--- src/rtl/ceespu_hazard_unit_if.sv ---
`default_nettype none
// ============================================================================
// Module      : ceespu_hazard_unit_if
// Description : Decode/execute hazard bus between the ceespu pipeline and
//               its hazard/forwarding controller.
// Revision    : 1.0 - initial release
// ============================================================================
interface ceespu_hazard_unit_if #(
  parameter int XLEN      = 32,
  parameter int REGW      = 5,
  parameter int FWD_DEPTH = 2
);
  logic                      I_dec_valid;
  logic [REGW-1:0]           I_dec_regA;
  logic [REGW-1:0]           I_dec_regB;
  logic                      I_dec_useA;
  logic                      I_dec_useB;
  logic                      I_dec_we;
  logic [REGW-1:0]           I_dec_regD;
  logic                      I_dec_isLoad;
  logic                      I_branch;
  logic                      I_ex_busy;
  logic                      I_dmem_busy;
  logic [FWD_DEPTH*XLEN-1:0] I_stage_data;
  logic [XLEN-1:0]           I_regA;
  logic [XLEN-1:0]           I_regB;
  logic [XLEN-1:0]           O_opA;
  logic [XLEN-1:0]           O_opB;
  logic [2:0]                O_fwdA;
  logic [2:0]                O_fwdB;
  logic                      O_stall;
  logic                      O_bubble;
  logic [31:0]               O_stall_cycles;

  // Pipeline side: drives decode/status, consumes operands and controls
  modport master (
    output I_dec_valid, I_dec_regA, I_dec_regB, I_dec_useA, I_dec_useB,
           I_dec_we, I_dec_regD, I_dec_isLoad, I_branch, I_ex_busy,
           I_dmem_busy, I_stage_data, I_regA, I_regB,
    input  O_opA, O_opB, O_fwdA, O_fwdB, O_stall, O_bubble, O_stall_cycles
  );

  // Hazard unit side
  modport slave (
    input  I_dec_valid, I_dec_regA, I_dec_regB, I_dec_useA, I_dec_useB,
           I_dec_we, I_dec_regD, I_dec_isLoad, I_branch, I_ex_busy,
           I_dmem_busy, I_stage_data, I_regA, I_regB,
    output O_opA, O_opB, O_fwdA, O_fwdB, O_stall, O_bubble, O_stall_cycles
  );
endinterface
`default_nettype wire

--- src/rtl/ceespu_hazard_unit.sv ---
`default_nettype none
// ============================================================================
// Module      : ceespu_hazard_unit
// Description : Scoreboard-based operand forwarding, load-use stall, busy
//               freeze and branch flush control for the ceespu pipeline.
// Revision    : 1.0 - initial release
// ============================================================================
module ceespu_hazard_unit #(
  parameter int XLEN      = 32,
  parameter int REGW      = 5,
  parameter int FWD_DEPTH = 2,
  parameter int LOAD_LAT  = 1,
  parameter int ZERO_REG  = 1
) (
  input  wire logic           I_clk,
  input  wire logic           I_rst,
  ceespu_hazard_unit_if.slave hz
);

  // Scoreboard: position 1 is execute, higher positions are older
  logic [FWD_DEPTH:1] sb_valid;
  logic [FWD_DEPTH:1] sb_load;
  logic [REGW-1:0]    sb_reg [1:FWD_DEPTH];
  logic [31:0]        stall_cnt;

  logic [2:0]      sel_a, sel_b;
  logic [XLEN-1:0] fwd_data_a, fwd_data_b;
  logic            ready_a, ready_b;
  logic            zero_a, zero_b, zero_d;
  logic            loaduse, freeze, new_valid;

  assign zero_a    = (ZERO_REG != 0) && (hz.I_dec_regA == '0);
  assign zero_b    = (ZERO_REG != 0) && (hz.I_dec_regB == '0);
  assign zero_d    = (ZERO_REG != 0) && (hz.I_dec_regD == '0);
  assign new_valid = hz.I_dec_valid && hz.I_dec_we && !zero_d;
  assign freeze    = hz.I_ex_busy || hz.I_dmem_busy;

  // Match search from oldest to youngest so the youngest match wins last
  always_comb begin
    sel_a      = '0;
    sel_b      = '0;
    fwd_data_a = hz.I_regA;
    fwd_data_b = hz.I_regB;
    ready_a    = 1'b1;
    ready_b    = 1'b1;
    for (int k = FWD_DEPTH; k >= 1; k--) begin
      if (sb_valid[k] && hz.I_dec_useA && !zero_a && (sb_reg[k] == hz.I_dec_regA)) begin
        sel_a      = 3'(k);
        fwd_data_a = hz.I_stage_data[(k-1)*XLEN +: XLEN];
        ready_a    = !sb_load[k] || (k > LOAD_LAT);
      end
      if (sb_valid[k] && hz.I_dec_useB && !zero_b && (sb_reg[k] == hz.I_dec_regB)) begin
        sel_b      = 3'(k);
        fwd_data_b = hz.I_stage_data[(k-1)*XLEN +: XLEN];
        ready_b    = !sb_load[k] || (k > LOAD_LAT);
      end
    end
  end

  assign loaduse = hz.I_dec_valid && (!ready_a || !ready_b);

  // Output resolution: reset > freeze > branch > loaduse > normal
  always_comb begin
    hz.O_stall  = 1'b0;
    hz.O_bubble = 1'b0;
    hz.O_fwdA   = '0;
    hz.O_fwdB   = '0;
    hz.O_opA    = hz.I_regA;
    hz.O_opB    = hz.I_regB;
    if (I_rst) begin
      hz.O_fwdA = sel_a;
      hz.O_fwdB = sel_b;
      hz.O_opA  = fwd_data_a;
      hz.O_opB  = fwd_data_b;
      if (freeze) begin
        hz.O_stall = 1'b1;
      end else if (hz.I_branch) begin
        hz.O_bubble = 1'b1;
      end else if (loaduse) begin
        hz.O_stall  = 1'b1;
        hz.O_bubble = 1'b1;
      end
    end
  end

  assign hz.O_stall_cycles = stall_cnt;

  // Scoreboard shift and load-use stall counter; both hold while frozen
  always_ff @(posedge I_clk) begin
    if (!I_rst) begin
      sb_valid  <= '0;
      sb_load   <= '0;
      stall_cnt <= '0;
      for (int k = 1; k <= FWD_DEPTH; k++) begin
        sb_reg[k] <= '0;
      end
    end else if (!freeze) begin
      for (int k = FWD_DEPTH; k >= 2; k--) begin
        sb_valid[k] <= sb_valid[k-1];
        sb_load[k]  <= sb_load[k-1];
        sb_reg[k]   <= sb_reg[k-1];
      end
      // A flushed or stalled decode slot enters execute as a bubble
      sb_valid[1] <= (hz.I_branch || loaduse) ? 1'b0 : new_valid;
      sb_load[1]  <= hz.I_dec_isLoad;
      sb_reg[1]   <= hz.I_dec_regD;
      if (!hz.I_branch && loaduse && (stall_cnt != 32'hFFFF_FFFF)) begin
        stall_cnt <= stall_cnt + 32'd1;
      end
    end
  end

endmodule
`default_nettype wire

--- src/flat_wrapper.sv ---
// flat-port wrapper written by rule: the top's interface ports become plain ports
module ceespu_hazard_unit_flat 
#(
  parameter int XLEN      = 32,
  parameter int REGW      = 5,
  parameter int FWD_DEPTH = 2,
  parameter int LOAD_LAT  = 1,
  parameter int ZERO_REG  = 1
)
  (I_clk, I_rst, hz_I_dec_valid, hz_I_dec_regA, hz_I_dec_regB, hz_I_dec_useA, hz_I_dec_useB, hz_I_dec_we, hz_I_dec_regD, hz_I_dec_isLoad, hz_I_branch, hz_I_ex_busy, hz_I_dmem_busy, hz_I_stage_data, hz_I_regA, hz_I_regB, hz_O_opA, hz_O_opB, hz_O_fwdA, hz_O_fwdB, hz_O_stall, hz_O_bubble, hz_O_stall_cycles);
  ceespu_hazard_unit_if #(.XLEN(XLEN), .REGW(REGW), .FWD_DEPTH(FWD_DEPTH)) hz_i ();
  input  wire logic I_clk;
  input  wire logic I_rst;
  input wire logic [$bits(hz_i.I_dec_valid)-1:0] hz_I_dec_valid;
  input wire logic [$bits(hz_i.I_dec_regA)-1:0] hz_I_dec_regA;
  input wire logic [$bits(hz_i.I_dec_regB)-1:0] hz_I_dec_regB;
  input wire logic [$bits(hz_i.I_dec_useA)-1:0] hz_I_dec_useA;
  input wire logic [$bits(hz_i.I_dec_useB)-1:0] hz_I_dec_useB;
  input wire logic [$bits(hz_i.I_dec_we)-1:0] hz_I_dec_we;
  input wire logic [$bits(hz_i.I_dec_regD)-1:0] hz_I_dec_regD;
  input wire logic [$bits(hz_i.I_dec_isLoad)-1:0] hz_I_dec_isLoad;
  input wire logic [$bits(hz_i.I_branch)-1:0] hz_I_branch;
  input wire logic [$bits(hz_i.I_ex_busy)-1:0] hz_I_ex_busy;
  input wire logic [$bits(hz_i.I_dmem_busy)-1:0] hz_I_dmem_busy;
  input wire logic [$bits(hz_i.I_stage_data)-1:0] hz_I_stage_data;
  input wire logic [$bits(hz_i.I_regA)-1:0] hz_I_regA;
  input wire logic [$bits(hz_i.I_regB)-1:0] hz_I_regB;
  output wire logic [$bits(hz_i.O_opA)-1:0] hz_O_opA;
  output wire logic [$bits(hz_i.O_opB)-1:0] hz_O_opB;
  output wire logic [$bits(hz_i.O_fwdA)-1:0] hz_O_fwdA;
  output wire logic [$bits(hz_i.O_fwdB)-1:0] hz_O_fwdB;
  output wire logic [$bits(hz_i.O_stall)-1:0] hz_O_stall;
  output wire logic [$bits(hz_i.O_bubble)-1:0] hz_O_bubble;
  output wire logic [$bits(hz_i.O_stall_cycles)-1:0] hz_O_stall_cycles;
  assign hz_i.I_dec_valid = hz_I_dec_valid;
  assign hz_i.I_dec_regA = hz_I_dec_regA;
  assign hz_i.I_dec_regB = hz_I_dec_regB;
  assign hz_i.I_dec_useA = hz_I_dec_useA;
  assign hz_i.I_dec_useB = hz_I_dec_useB;
  assign hz_i.I_dec_we = hz_I_dec_we;
  assign hz_i.I_dec_regD = hz_I_dec_regD;
  assign hz_i.I_dec_isLoad = hz_I_dec_isLoad;
  assign hz_i.I_branch = hz_I_branch;
  assign hz_i.I_ex_busy = hz_I_ex_busy;
  assign hz_i.I_dmem_busy = hz_I_dmem_busy;
  assign hz_i.I_stage_data = hz_I_stage_data;
  assign hz_i.I_regA = hz_I_regA;
  assign hz_i.I_regB = hz_I_regB;
  assign hz_O_opA = hz_i.O_opA;
  assign hz_O_opB = hz_i.O_opB;
  assign hz_O_fwdA = hz_i.O_fwdA;
  assign hz_O_fwdB = hz_i.O_fwdB;
  assign hz_O_stall = hz_i.O_stall;
  assign hz_O_bubble = hz_i.O_bubble;
  assign hz_O_stall_cycles = hz_i.O_stall_cycles;
  ceespu_hazard_unit #(.XLEN(XLEN), .REGW(REGW), .FWD_DEPTH(FWD_DEPTH), .LOAD_LAT(LOAD_LAT), .ZERO_REG(ZERO_REG)) u_core (.I_clk(I_clk), .I_rst(I_rst), .hz(hz_i));
endmodule
--- config.mk ---
export PLATFORM = sky130hd
export DESIGN_NAME = ceespu_hazard_unit_flat
export DESIGN_NICKNAME = d
export VERILOG_FILES = /design/src/rtl/ceespu_hazard_unit_if.sv /design/src/rtl/ceespu_hazard_unit.sv /design/src/flat_wrapper.sv
export SDC_FILE = /design/constraint.sdc
export NUM_CORES = 1
export LEC_CHECK = 0
export ABC_AREA = 1
export CAP_MARGIN = 20
export CORE_UTILIZATION = 43
export DETAILED_ROUTE_END_ITERATION = 6
export PLACE_DENSITY_LB_ADDON = 0.12
export SYNTH_ARGS = -nofsm -noshare
export SYNTH_HDL_FRONTEND = slang
export SYNTH_SLANG_ARGS = --single-unit
--- constraint.sdc ---
create_clock -name I_clk -period 4.8 [get_ports I_clk]
set_input_delay 0.48 -clock I_clk [delete_from_list [all_inputs] [get_ports I_clk]]
set_output_delay 0.48 -clock I_clk [all_outputs]
set_load 0.05 [all_outputs]
# == Yosys cells after proc, flatten, opt, wreduce, memory -nomap -nowiden ==
# Memory sizes are Yosys's and may differ from the RTL's.
# Cells that the tools add are included.
# totals
regBits,35
ramBits,10
output_inout_bits,104
word_cells,72
mem_count,1
# op_classes
add_sub_neg,1
eq_ne,5
muxes,28
bitwise,3
n_reduce_logical,31
# memory_table
name,words,word_bits,rd,rd_clocked_by_memory_dff,wr,line,text
u_core.sb_reg,2,5,2,0,2,ceespu_hazard_unit.sv:23,logic [REGW-1:0] sb_reg [1:FWD_DEPTH];
# ops
operator,n
32-bit 2-to-1 mux,6
"32-bit by 1-bit adder with 32-bit output, second input constant",1
"32-bit inequality test, second input constant",1
5-bit == test,4
1-bit logical AND,17
5-bit zero test,3
1-bit 2-to-1 mux,14
3-bit 2-to-1 mux,4
5-bit 2-to-1 mux,2
1-bit zero test,7
2-bit 2-to-1 mux,2
1-bit logical OR,3
1-bit bitwise OR,2
2-bit AND reduction,1
1-bit inverter,1

# == Depth between registers and ports, before layout ==
# depth
word_depth,12
mapped_depth,14
ltp_nobuf,13

# == Least setup slack after synthesis ==
# No wires, ideal clock.
# synth_path
path_type,in2out
start,input port hz_I_dec_regB[2]
end,output port hz_O_stall
arrival_ps,2208
t_required_ps,4320
slack_ps,2112
cell_stages,9
n_path_buf,0
cell_sequence,inv_1 -> nand2_1 -> nand2_1 -> nand2_1 -> nor2_2 -> nand2_1 -> nand2_2 -> nand3_4 -> o21ai_0
# synth_via
elab_chain_cells,12
elab_cells_between_ends,13
cone_classes,eq/ne: 1; mux: 5; reduce/logical: 7
# synth_rtl
item,line,text
"start, declared",flat_wrapper.sv:16,input wire logic [$bits(hz_i.I_dec_regB)-1:0] hz_I_dec_regB;
5-bit zero test,ceespu_hazard_unit.sv:33,assign zero_b = (ZERO_REG != 0) && (hz.I_dec_regB == '0);
1-bit zero test,ceespu_hazard_unit.sv:52,if (sb_valid[k] && hz.I_dec_useB && !zero_b && (sb_reg[k] == hz.I_dec_regB)) begin
1-bit logical AND,ceespu_hazard_unit.sv:52,
1-bit logical AND *,ceespu_hazard_unit.sv:52,
1-bit 2-to-1 mux *,ceespu_hazard_unit.sv:52,
1-bit zero test *,ceespu_hazard_unit.sv:60,assign loaduse = hz.I_dec_valid && (!ready_a || !ready_b);
1-bit logical OR *,ceespu_hazard_unit.sv:60,
1-bit logical AND *,ceespu_hazard_unit.sv:60,
1-bit 2-to-1 mux *,ceespu_hazard_unit.sv:79,end else if (loaduse) begin
1-bit 2-to-1 mux *,ceespu_hazard_unit.sv:77,end else if (hz.I_branch) begin
1-bit 2-to-1 mux *,ceespu_hazard_unit.sv:75,if (freeze) begin
1-bit 2-to-1 mux *,ceespu_hazard_unit.sv:70,if (I_rst) begin
"end, declared",flat_wrapper.sv:32,output wire logic [$bits(hz_i.O_stall)-1:0] hz_O_stall;
# Mark *: on every way between the ends. The rest lies on a longest branch, timed or not.

# == Worst setup path after layout ==
# layout_path
start,input port hz_I_dec_regA[0]
end,output port hz_O_opA[10]
# layout_via
elab_chain_cells,7
elab_cells_between_ends,11
cone_classes,eq/ne: 2; mux: 3; reduce/logical: 6
# layout_rtl
item,line,text
"start, declared",flat_wrapper.sv:15,input wire logic [$bits(hz_i.I_dec_regA)-1:0] hz_I_dec_regA;
5-bit zero test,ceespu_hazard_unit.sv:32,assign zero_a = (ZERO_REG != 0) && (hz.I_dec_regA == '0);
1-bit zero test,ceespu_hazard_unit.sv:47,if (sb_valid[k] && hz.I_dec_useA && !zero_a && (sb_reg[k] == hz.I_dec_regA)) begin
1-bit logical AND (2 in a row),ceespu_hazard_unit.sv:47,
32-bit 2-to-1 mux,ceespu_hazard_unit.sv:47,
32-bit 2-to-1 mux *,ceespu_hazard_unit.sv:47,
32-bit 2-to-1 mux *,ceespu_hazard_unit.sv:70,
"end, declared",flat_wrapper.sv:28,output wire logic [$bits(hz_i.O_opA)-1:0] hz_O_opA;
# Marked as above.

==> impl_metrics.json <==
{
  "status": "complete, no violations",
  "path_class": "input port to output port",
  "largest_register_ffs": 32,
  "cts.repair.resized": 0,
  "worstMarginPinSlew_ns": 0.913,
  "skew_ns": 0.00560,
  "start_util": 0.449,
  "crit_path_start": "hz_I_dec_regA[0]",
  "area_delta_synth_final_pct": 60.8,
  "io_buffers": 254,
  "endpoint": "hz_O_opA[10]",
  "cts_tree": "yes",
  "std_cell_rows": 37,
  "worstPathMaxFanout": 65,
  "synth-simple-area-share": 0.487,
  "worstPathRequired_ns": 4.32,
  "grt_overflow": 0,
  "min_period_ns": 3.64,
  "first_pass_iters": 6,
  "ys_ff_latch": 45,
  "grt_usage": 0.308,
  "synth-compound-area-share": 0.170,
  "numCtsBuffers": 5,
  "avgViaCountPerCell": 5.22,
  "root_buffer": "clkbuf_8",
  "synth_area_um2": 4700,
  "grt_pass1_wl_mm": 28.0,
  "layout_common_cells": "nand2_1, clkdlybuf4s50_1, inv_1, nor2_1, nand3_1",
  "grt_pass1_vias": 5658,
  "clk-insertion-delay-late_ns": 0.30,
  "dpl.hpwl_mm": 14.3,
  "hold_buffers": 0,
  "fmax_mhz": 275,
  "drive_above_1_share": 0.0776,
  "slew_headroom": 0.390,
  "die-area_um2": 11400,
  "fin_crit_sh": 0.758,
  "fp.dieW_um": 107,
  "synthAdderAreaFrac": 0.00266,
  "ys.flop_type": "dfxtp_1",
  "synth_top_family_by_area": "simple AND/OR/NAND/NOR gates",
  "coreArea_um2": 10500,
  "crit_arrival_ns": 3.16,
  "synth.distinct_cells": 38,
  "r2r-start": "u_core.sb_reg[1][1]",
  "antenna_left": 0,
  "slew_viol_final": 0,
  "clk_pin_slew_ns": 0.09,
  "hold_ws_ns": 0.478,
  "synthArstFlopShare": 0,
  "fin_setup_tns_ns": 0,
  "hold_violations": 0,
  "setup_violations": 0,
  "cap_violations": 0,
  "cts.path.max_buffers": 2,
  "critical_path.endpoint_type": "output port",
  "cp-start-kind": "input port",
  "r2r_slack_ns": 2.74,
  "rsz0062_at_grt": "no",
  "synthMuxAreaShare": 0,
  "htreeDepth": 2,
  "post_cts_buffers": 0,
  "avgSynthCellArea_um2": 5.42,
  "gp_congestion": 0.923,
  "grt_max_degree": 66,
  "via_count": 6432,
  "ys_seq_area_frac": 0.213,
  "drtIter0Drc": 598,
  "drc": 0,
  "hold_path.class": "register to register",
  "r2r_cells": 11,
  "pin_count": 257,
  "ir_drop_mv": 0.198,
  "final_common_cell": "nand2_1",
  "r2r-end": "u_core.hz.O_stall_cycles[27]",
  "drt_wl_total_mm": 18.5,
  "clkSinkCount": 45,
  "powerDensity_nw_per_um2": 167,
  "die_h_um": 107,
  "yosysWarnings": 0,
  "synth_xor_area_frac": 0.00559,
  "nets": 1249,
  "avgRoutedWirePerCell_um": 15.0,
  "fin_util": 0.722,
  "p_leak_nw": 3.27,
  "syn_inst": 867,
  "synth_edf_count": 10,
  "antenna_found_initial": 1
}
-- synth_stat cells, types with 3 or more instances --
library cell / instances / area, um^2
nor3_1: 10 / 50.1
buf_2: 8 / 40.0
nor2_2: 8 / 50.1
o211ai_1: 34 / 255
nor2_1: 83 / 312
a21oi_1: 31 / 155
nor2_4: 3 / 33.8
nand3_1: 78 / 390
dfxtp_1: 35 / 701
buf_4: 3 / 22.5
clkbuf_2: 3 / 15.0
buf_1: 7 / 26.3
o21ai_0: 69 / 345
nand4_1: 7 / 43.8
buf_6: 4 / 45.0
edfxtp_1: 10 / 300
inv_1: 87 / 327
clkbuf_1: 19 / 71.3
nand2_1: 340 / 1280
inv_2: 4 / 15.0
-- through the flow --
stage,instance area (um^2),worst slack (ns),instances,total power [mW]
global route,7560,0.969,1233,1.31
CTS,7550,1.19,1232,1.26
detailed placement,7440,1.21,1224,0.980
finish,7560,1.16,1233,1.26
global placement,7440,1.22,1224,0.978
floorplan,4700,2.11,868,0.689
-- how the worst min path moves through the flow --
stage	cells past startpoint	endpoint	from	slack [ns]
final	2	u_core.sb_load[1]	u_core.sb_load[1]	0.48
after global routing	2	u_core.sb_load[1]	u_core.sb_load[1]	0.49
after CTS	2	u_core.sb_load[1]	u_core.sb_load[1]	0.47
after detailed placement	2	u_core.sb_load[1]	u_core.sb_load[1]	0.46
after global placement	2	u_core.sb_load[1]	u_core.sb_load[1]	0.46
after floorplan	2	u_core.sb_load[1]	u_core.sb_load[1]	0.44
-- routing by layer --
layer	global-route usage	share of wire	vias to the layer above
met3	0.0619	0.087	52
li1	-	-	3239
met5	0	0	-
met4	0.116	0.034	0
met2	0.538	0.48	282
met1	0.369	0.40	2859
-- worst max-delay path: stages --
cell             delay, ns
clkdlybuf4s50_1       0.54
inv_1                 0.09
nand2_1               0.06
o21ai_0               0.07
nor3_1                0.24
nand3_2               0.08
buf_4                 0.31
o21ai_0               0.24
nand2_1               0.08
nand3_1               0.13
clkdlybuf4s50_1       0.82
-- report_power, final --
part | leakage, nW | switching [mW] | internal, mW | total [mW]
clock | 0.0518 | 0.133 | 0.153 | 0.287
sequential | 0.387 | 0.00488 | 0.393 | 0.398
combinational | 2.83 | 0.323 | 0.254 | 0.577
-- cells by family (layout without fill, tap and decap cells) --
kind of cell | count (synthesis) | after routing
AO/OA/AOI/OAI | 140 | 140
adder cells (fa/ha/maj) | 1 | 1
buffers and inverters | 136 | 364
flip-flops | 45 | 45
other | 1 | 3
AND/OR/NAND/NOR | 541 | 541
XOR/XNOR | 3 | 3
-- cell type report --
cell class	count	area, um^2
Sequential cell	45	1000
Antenna cell	1	2.50
Timing Repair Buffer	264	2780
Clock buffer	5	68.8
Clock inverter	3	41.3
Tap cell	136	170
Inverter	92	348
Multi-Input combinational cell	687	3150
Fill cell	916	2910
(Power assumes the default switching activity.)
